**config.mk**
```make
export PLATFORM = sky130hd
export DESIGN_NAME = lfsr_hexdisp
export DESIGN_NICKNAME = d
export VERILOG_FILES = /design/src/rtl/lfsr_hexdisp.sv
export SDC_FILE = /design/constraint.sdc
export NUM_CORES = 1
export LEC_CHECK = 0
export ABC_AREA = 1
export CAP_MARGIN = 15
export CORE_ASPECT_RATIO = 1.25
export CORE_MARGIN = 2
export CORE_UTILIZATION = 39
export CTS_CLUSTER_DIAMETER = 60
export DETAILED_ROUTE_END_ITERATION = 8
export PLACE_DENSITY = 0.76
export SYNTH_ARGS = -nofsm -noshare
export SYNTH_HDL_FRONTEND = slang
export SYNTH_SLANG_ARGS = --single-unit
```
**constraint.sdc**
```tcl
create_clock -name clk -period 3.9 [get_ports clk]
set_input_delay 0.78 -clock clk [delete_from_list [all_inputs] [get_ports clk]]
set_output_delay 0.78 -clock clk [all_outputs]
set_load 0.03 [all_outputs]
```
**src/rtl/lfsr_hexdisp.sv**
```systemverilog
// lfsr_hexdisp: Fibonacci-style LFSR with free-run, single-step and load
// control. It includes lock-up recovery, a seven-segment hex decode of the
// state and an optional cycle-length (period) measurement.
//
// Parameters
//   WIDTH    : LFSR state width, a multiple of 4 in 4..32.
//   TAPS     : feedback mask; bit i set puts state[i] into the XOR feedback.
//   SEED     : nonzero state used at reset and for lock-up recovery.
//   PRESCALE : idle cycles between free-running advances (0 = every cycle).
//
// Ports
//   clk, rst     : rising-edge clock, asynchronous active-high reset.
//   run          : free-running enable; step is ignored while it is high.
//   step         : single advance request when run is low.
//   load         : synchronous load of load_val; has priority over advancing.
//   load_val     : value written on load.
//   state        : current LFSR register.
//   tick         : one-cycle pulse on the first cycle of each new state.
//   lockup       : state is all-zero (combinational).
//   seg          : active-low hex glyph per nibble, {a,b,c,d,e,f,g,dp}.
//   period       : measured cycle length (advances back to the reference).
//   period_valid : period holds a measurement.
//
// Build option
//   LFSR_PERIOD_CNT_EN : when defined, the period counter is built; when it
//   is not defined, period and period_valid are tied low.

`default_nettype none

module lfsr_hexdisp #(
  parameter int unsigned           WIDTH    = 8,
  parameter logic [WIDTH-1:0]      TAPS     = 'h1D,
  parameter logic [WIDTH-1:0]      SEED     = 'h1,
  parameter int unsigned           PRESCALE = 0
) (
  input  logic                 clk,
  input  logic                 rst,
  input  logic                 run,
  input  logic                 step,
  input  logic                 load,
  input  logic [WIDTH-1:0]     load_val,
  output logic [WIDTH-1:0]     state,
  output logic                 tick,
  output logic                 lockup,
  output logic [2*WIDTH-1:0]   seg,
  output logic [WIDTH:0]       period,
  output logic                 period_valid
);

  localparam int unsigned NDIG = WIDTH / 4;
  localparam int unsigned PW   = (PRESCALE > 0) ? $clog2(PRESCALE + 1) : 1;
  localparam logic [PW-1:0] PRESC_MAX = PW'(PRESCALE);

  logic [WIDTH-1:0] state_q, state_d;
  logic [PW-1:0]    presc_q, presc_d;
  logic             tick_q, tick_d;

  logic             adv;        // an advance happens this cycle
  logic             recover;    // current state is the all-zero lock-up state
  logic             fb;
  logic [WIDTH-1:0] shift_val;  // state after a normal shift

  // Next-state: load beats advance beats hold.
  always_comb begin
    adv       = 1'b0;
    presc_d   = '0;
    state_d   = state_q;
    tick_d    = 1'b0;
    fb        = ^(state_q & TAPS);
    shift_val = {fb, state_q[WIDTH-1:1]};
    recover   = (state_q == '0);

    if (load) begin
      state_d = load_val;
      tick_d  = 1'b1;
    end else begin
      if (run) begin
        // Advance when the prescaler reaches PRESCALE, then wrap it.
        if (presc_q == PRESC_MAX) begin
          adv = 1'b1;
        end else begin
          presc_d = presc_q + PW'(1);
        end
      end else begin
        adv = step;
      end

      if (adv) begin
        state_d = recover ? SEED : shift_val;
        tick_d  = 1'b1;
      end
    end
  end

  // Core registers.
  always_ff @(posedge clk or posedge rst) begin
    if (rst) begin
      state_q <= SEED;
      presc_q <= '0;
      tick_q  <= 1'b0;
    end else begin
      state_q <= state_d;
      presc_q <= presc_d;
      tick_q  <= tick_d;
    end
  end

  assign state  = state_q;
  assign tick   = tick_q;
  assign lockup = (state_q == '0);

  // Active-low hex glyph, bit7=a .. bit1=g, bit0=dp (always off).
  function automatic logic [7:0] hex_glyph(input logic [3:0] n);
    logic [7:0] g;
    g = 8'hFF;
    case (n)
      4'h0: g = 8'b0000_0011;
      4'h1: g = 8'b1001_1111;
      4'h2: g = 8'b0010_0101;
      4'h3: g = 8'b0000_1101;
      4'h4: g = 8'b1001_1001;
      4'h5: g = 8'b0100_1001;
      4'h6: g = 8'b0100_0001;
      4'h7: g = 8'b0001_1111;
      4'h8: g = 8'b0000_0001;
      4'h9: g = 8'b0000_1001;
      4'hA: g = 8'b0001_0001;
      4'hB: g = 8'b1100_0001;
      4'hC: g = 8'b0110_0011;
      4'hD: g = 8'b1000_0101;
      4'hE: g = 8'b0110_0001;
      4'hF: g = 8'b0111_0001;
      default: g = 8'hFF;
    endcase
    return g;
  endfunction

  // One glyph per state nibble.
  for (genvar i = 0; i < NDIG; i++) begin : g_digit
    assign seg[8*i +: 8] = hex_glyph(state_q[4*i +: 4]);
  end

`ifdef LFSR_PERIOD_CNT_EN

  localparam logic [WIDTH:0] CNT_MAX = '1;

  logic [WIDTH:0]   cnt_q, cnt_d;
  logic [WIDTH:0]   cnt_inc;
  logic [WIDTH-1:0] ref_q, ref_d;
  logic [WIDTH:0]   period_q, period_d;
  logic             pv_q, pv_d;

  // Period measurement: count advances since the last reference event and
  // latch the length when the state returns to the reference value.
  always_comb begin
    cnt_d    = cnt_q;
    ref_d    = ref_q;
    period_d = period_q;
    pv_d     = pv_q;
    cnt_inc  = (cnt_q == CNT_MAX) ? cnt_q : cnt_q + (WIDTH+1)'(1);

    if (load) begin
      ref_d = load_val;
      cnt_d = '0;
      pv_d  = 1'b0;
    end else if (adv) begin
      if (recover) begin
        // Lock-up recovery restarts the measurement from SEED.
        ref_d = SEED;
        cnt_d = '0;
      end else begin
        cnt_d = cnt_inc;
        if (shift_val == ref_q) begin
          period_d = cnt_inc;
          pv_d     = 1'b1;
        end
      end
    end
  end

  always_ff @(posedge clk or posedge rst) begin
    if (rst) begin
      cnt_q    <= '0;
      ref_q    <= SEED;
      period_q <= '0;
      pv_q     <= 1'b0;
    end else begin
      cnt_q    <= cnt_d;
      ref_q    <= ref_d;
      period_q <= period_d;
      pv_q     <= pv_d;
    end
  end

  assign period       = period_q;
  assign period_valid = pv_q;

`else

  assign period       = '0;
  assign period_valid = 1'b0;

`endif

endmodule

`default_nettype wire

```
### Word level (Yosys, flattened, before mapping)

Memories as Yosys holds them, arrays and structs flattened.
Index checks and enable logic that the tools add are counted.

| operators by class | value |
|---|---|
| reduce and logical (&&, ||, !) cells | 3 |
| add/subtract/negate cells | 1 |
| muxes and demuxes | 11 |

Operator list:

| kind | number |
|---|---|
| 8-bit 2-to-1 mux | 3 |
| 8-bit zero test | 1 |
| 1-bit 2-to-1 mux | 8 |
| 8-bit parity | 1 |
| 2-bit nonzero test | 1 |
| 1-bit adder (second input constant) | 1 |

| storage, ports and cells | value |
|---|---|
| bits in registers | 10 |
| bits of input ports | 13 |
| output and inout bits | 36 |
| bits in read-only memories | 224 |
| memories | 2 |
| word-level logic and storage cells | 20 |

Memory list:

| memory | words | width | rd ports | clocked after memory_dff | write ports | line | source |
|---|---|---|---|---|---|---|---|
| (no name shown) | 16 | 7 | 1 | 0 | 0 | 116 | `case (n)` |
| (no name shown) | 16 | 7 | 1 | 0 | 0 | 116 |  |

### Longest topological paths before layout

| logic depth | value |
|---|---|
| word-level depth | 5 |
| depth in mapped cells | 10 |
| depth with buffers taken out | 9 |

### Worst setup path after synthesis

No wires, ideal clock.

| timing path | value |
|---|---|
| path type | reg-to-output |
| from | reg state_q[0], in the netlist state[0] |
| to | out seg[6] |
| cell stages (with the launch flop) | 5 |
| data required time | 3.120 ns |
| arrival time | 1.994 ns |
| setup slack | 1.126 ns |
| path buffers | 0 |
| path through | dfstp_2 -> inv_1 -> ha_1 -> inv_1 -> o32ai_1 |

| between the ends | value |
|---|---|
| word-level cells in the longest chain between the ends | 1 |

RTL lines:

| item | line | source |
|---|---|---|
| start, declared | 54 | `logic [WIDTH-1:0] state_q, state_d;` |
| start signal, assigned | 102 | `state_q <= state_d;` |
| memory 16 x 7 bit | -- |  |
| end, declared | 45 | `output logic [2*WIDTH-1:0] seg,` |

Every way passes these cells.

### Final worst setup path

Ends and elaborated chain as after synthesis.

==> results.py <==
metrics = {
    "clock_network": {
        "clk_pin_slew_ps": 60,
        "cts_buffer_depth": 2,
        "cts_hold_buf": 0,
        "cts_tree": "built",
        "numCtsBuffers": 3,
        "cts_sinks": 9,
        "ctsResizeCount": 0,
        "cts-root-buf": "clkbuf_4",
        "insertion_delay_ps": 260,
        "post-cts-setup-buffer-count": 0,
        "htreeDepth": 1,
    },
    "finish": {
        "drive_gt1_share_pct": 9.04,
        "nets": 216,
        "fin_cells": 222,
        "area_growth_pct": 31.6,
        "fillers": 270,
        "antenna_cells": 0,
    },
    "critical_path": {
        "critPathCaptureType": "output pin",
        "critPathRequiredTime_ps": 3120,
        "path_class": "flop to output pin",
        "cp_max_fo": 9,
        "startpoint_type": "flop",
        "worstPathArrival_ps": 2340,
    },
    "placement": {
        "placedCellCount": 218,
        "routabilityCongestion": 0.801,
        "port_buffers": 36,
        "dpl.hpwl_um": 2000,
    },
    "routing": {
        "num_vias": 1104,
        "routed_via_density": 4.97,
        "drc": 0,
        "firstDrtPassIters": 4,
        "postRouteAntennaNets": 0,
        "drt-total-wl_um": 2450,
        "routedWlPerCell_um": 11.0,
        "drt_iter0_drc": 31,
    },
    "yosys": {
        "syn_inst": 155,
        "yosysMostFrequentCell": "nand2_1",
        "async_flop_share_pct": 100,
        "synth_area_leaders": "dfrtp_1, ha_1, nand2_1",
        "yosys-top-cells-count": "nand2_1, ha_1, inv_1",
        "postSynthAreaPerCell_um2": 7.06,
        "synth_seq_area_share_pct": 20.7,
        "yosysWarnings": 0,
        "synth_top_area_cell": "dfrtp_1",
        "synth-seq-cells": 9,
        "synth_flop_cell": "dfrtp_1",
        "synth_edf_count": 0,
        "synth_top_cell_area_share_pct": 18.3,
        "yosysUniqueCellTypes": 28,
        "synth_area_um2": 1090,
    },
    "hold_path": {
        "holdCritPathClass": "flop to flop",
    },
    "floorplan": {
        "fp.dieW_um": 51.4,
        "fp.dieArea_um2": 3250,
        "row_count": 21,
        "ioPinCount": 49,
        "die_h_um": 63.2,
        "coreArea_um2": 2680,
        "start_util_pct": 40.8,
    },
    "global_routing": {
        "grt_pass1_wl_um": 4220,
        "grt_pass1_vias": 1050,
        "globalRoute.totalOverflow": 0,
        "grtUsageTotal_pct": 16.1,
        "antenna_found_initial": 0,
        "grt_max_degree": 13,
    },
    "power_and_ir_drop": {
        "switchingPower_w": 0.000269,
        "pwr-share-clk_pct": 13.0,
        "seqPwrFrac_pct": 24.8,
        "ir_drop_uv": 231,
        "p_sw_share_pct": 49.0,
        "internal_power_w": 0.000280,
        "power_frac_comb_pct": 62.2,
        "power_w": 0.000548,
        "p_leak_nw": 0.697,
        "power_density_nw_per_um2": 381,
    },
    "sta": {
        "rsz0062_at_grt": "false",
        "final-hold-violation-count": 0,
        "timing.final.crit_share_pct": 79.9,
        "setup_violations": 0,
        "finalMaxSlewViolations": 0,
        "fin_crit_ps": 3120,
        "tns_ps": 0,
        "skew_ps": 0.864,
        "clock.fmax_ghz": 0.321,
    },
    "run": {
        "drv_cap": 0,
    },
    "status": {
        "status": "completed",
    },
}
==> power groups by stage <==
stage / logic (W) / registers (W) / clock network [W]
floorplan: 0.000221 / 0.000143 / 0
global placement: 0.000338 / 0.000136 / 0
detailed placement: 0.000342 / 0.000137 / 0
CTS: 0.000343 / 0.000136 / 0.0000742
global route: 0.000372 / 0.000140 / 0.0000785
finish: 0.000341 / 0.000136 / 0.0000716
==> final timing paths <==
path / depth (start not counted) / slack (ps) / to / start
hold / removal: 2 / 530 / state[0] / state[0]
setup / recovery: 5 / 780 / seg[6] / state[0]
hold reg to reg: 2 / 530 / state[0] / state[0]
setup reg to reg: 9 / 2110 / state[7] / state[3]
max in group asynchronous: 2 / 2820 / state[0] / rst
min in group asynchronous: 2 / 780 / state[6] / rst
==> cells by family after synthesis <==
logic type                 after synthesis  synth area share (%)
other                                    2                 0.687
AOI/OAI and AO/OA                       36                  19.9
and+or+nand+nor                         60                  24.5
DFF                                      9                  20.7
buffers and inverters                   34                  18.2
adders and majority gates               14                  16.0
==> layout by cell type, fill, tap and decap left out, types with 2 or more instances in the layout <==
cell,synthesis,routed
a21oi_1,13,13
nor2_2,5,5
o22ai_1,2,2
nor2_1,10,10
o211ai_2,2,2
nand2_1,31,31
clkdlybuf4s50_1,0,36
conb_1,2,12
o21ai_0,11,11
inv_1,14,14
ha_1,14,14
nand3_1,12,12
clkbuf_4,0,3
dfrtp_1,8,8
o21ai_2,2,2
==> stage by stage <==
stage | cell area [µm²] | hold slack [ps] | utilization (%) | setup WS [ps]
2_1_floorplan | 1130 | 574 | - | 1130
3_3_place_gp | 1410 | 518 | 52.7 | 1110
3_5_place_dp | 1410 | 526 | 52.7 | 1050
4_1_cts | 1440 | 535 | 53.7 | 770
5_1_grt | 1440 | 573 | 53.7 | 658
6_report | 1440 | 534 | 53.7 | 785
==> final cells by class <==
type | instances | area (µm²) | area share (%)
multi-input cells | 122 | 706 | 49.0
repair buffers | 36 | 360 | 25.0
flip-flops and latches | 9 | 226 | 15.7
inverters | 17 | 77.6 | 5.39
well taps | 34 | 42.5 | 2.96
clock buffers | 4 | 26.3 | 1.83
==> routing by layer <==
metal	part of all wire, %	GRT usage [%]	vias to the layer above
met5	0	0	-
met4	1.4	4.93	0
met3	4.6	1.18	5
met2	54	30.0	37
met1	40	18.9	506
li1	-	-	556
==> state kept, by name, indices dropped and copies added (netlist names) <==
| signal | count |
|---|---|
| state | 8 |
| tick | 1 |
==> critical path: stages, from the launching register on <==
cell	delay, ps
dfstp_2	610
inv_1	150
ha_1	330
inv_1	40
o32ai_1	240
clkdlybuf4s50_1	710
(Power assumes the default switching activity.)
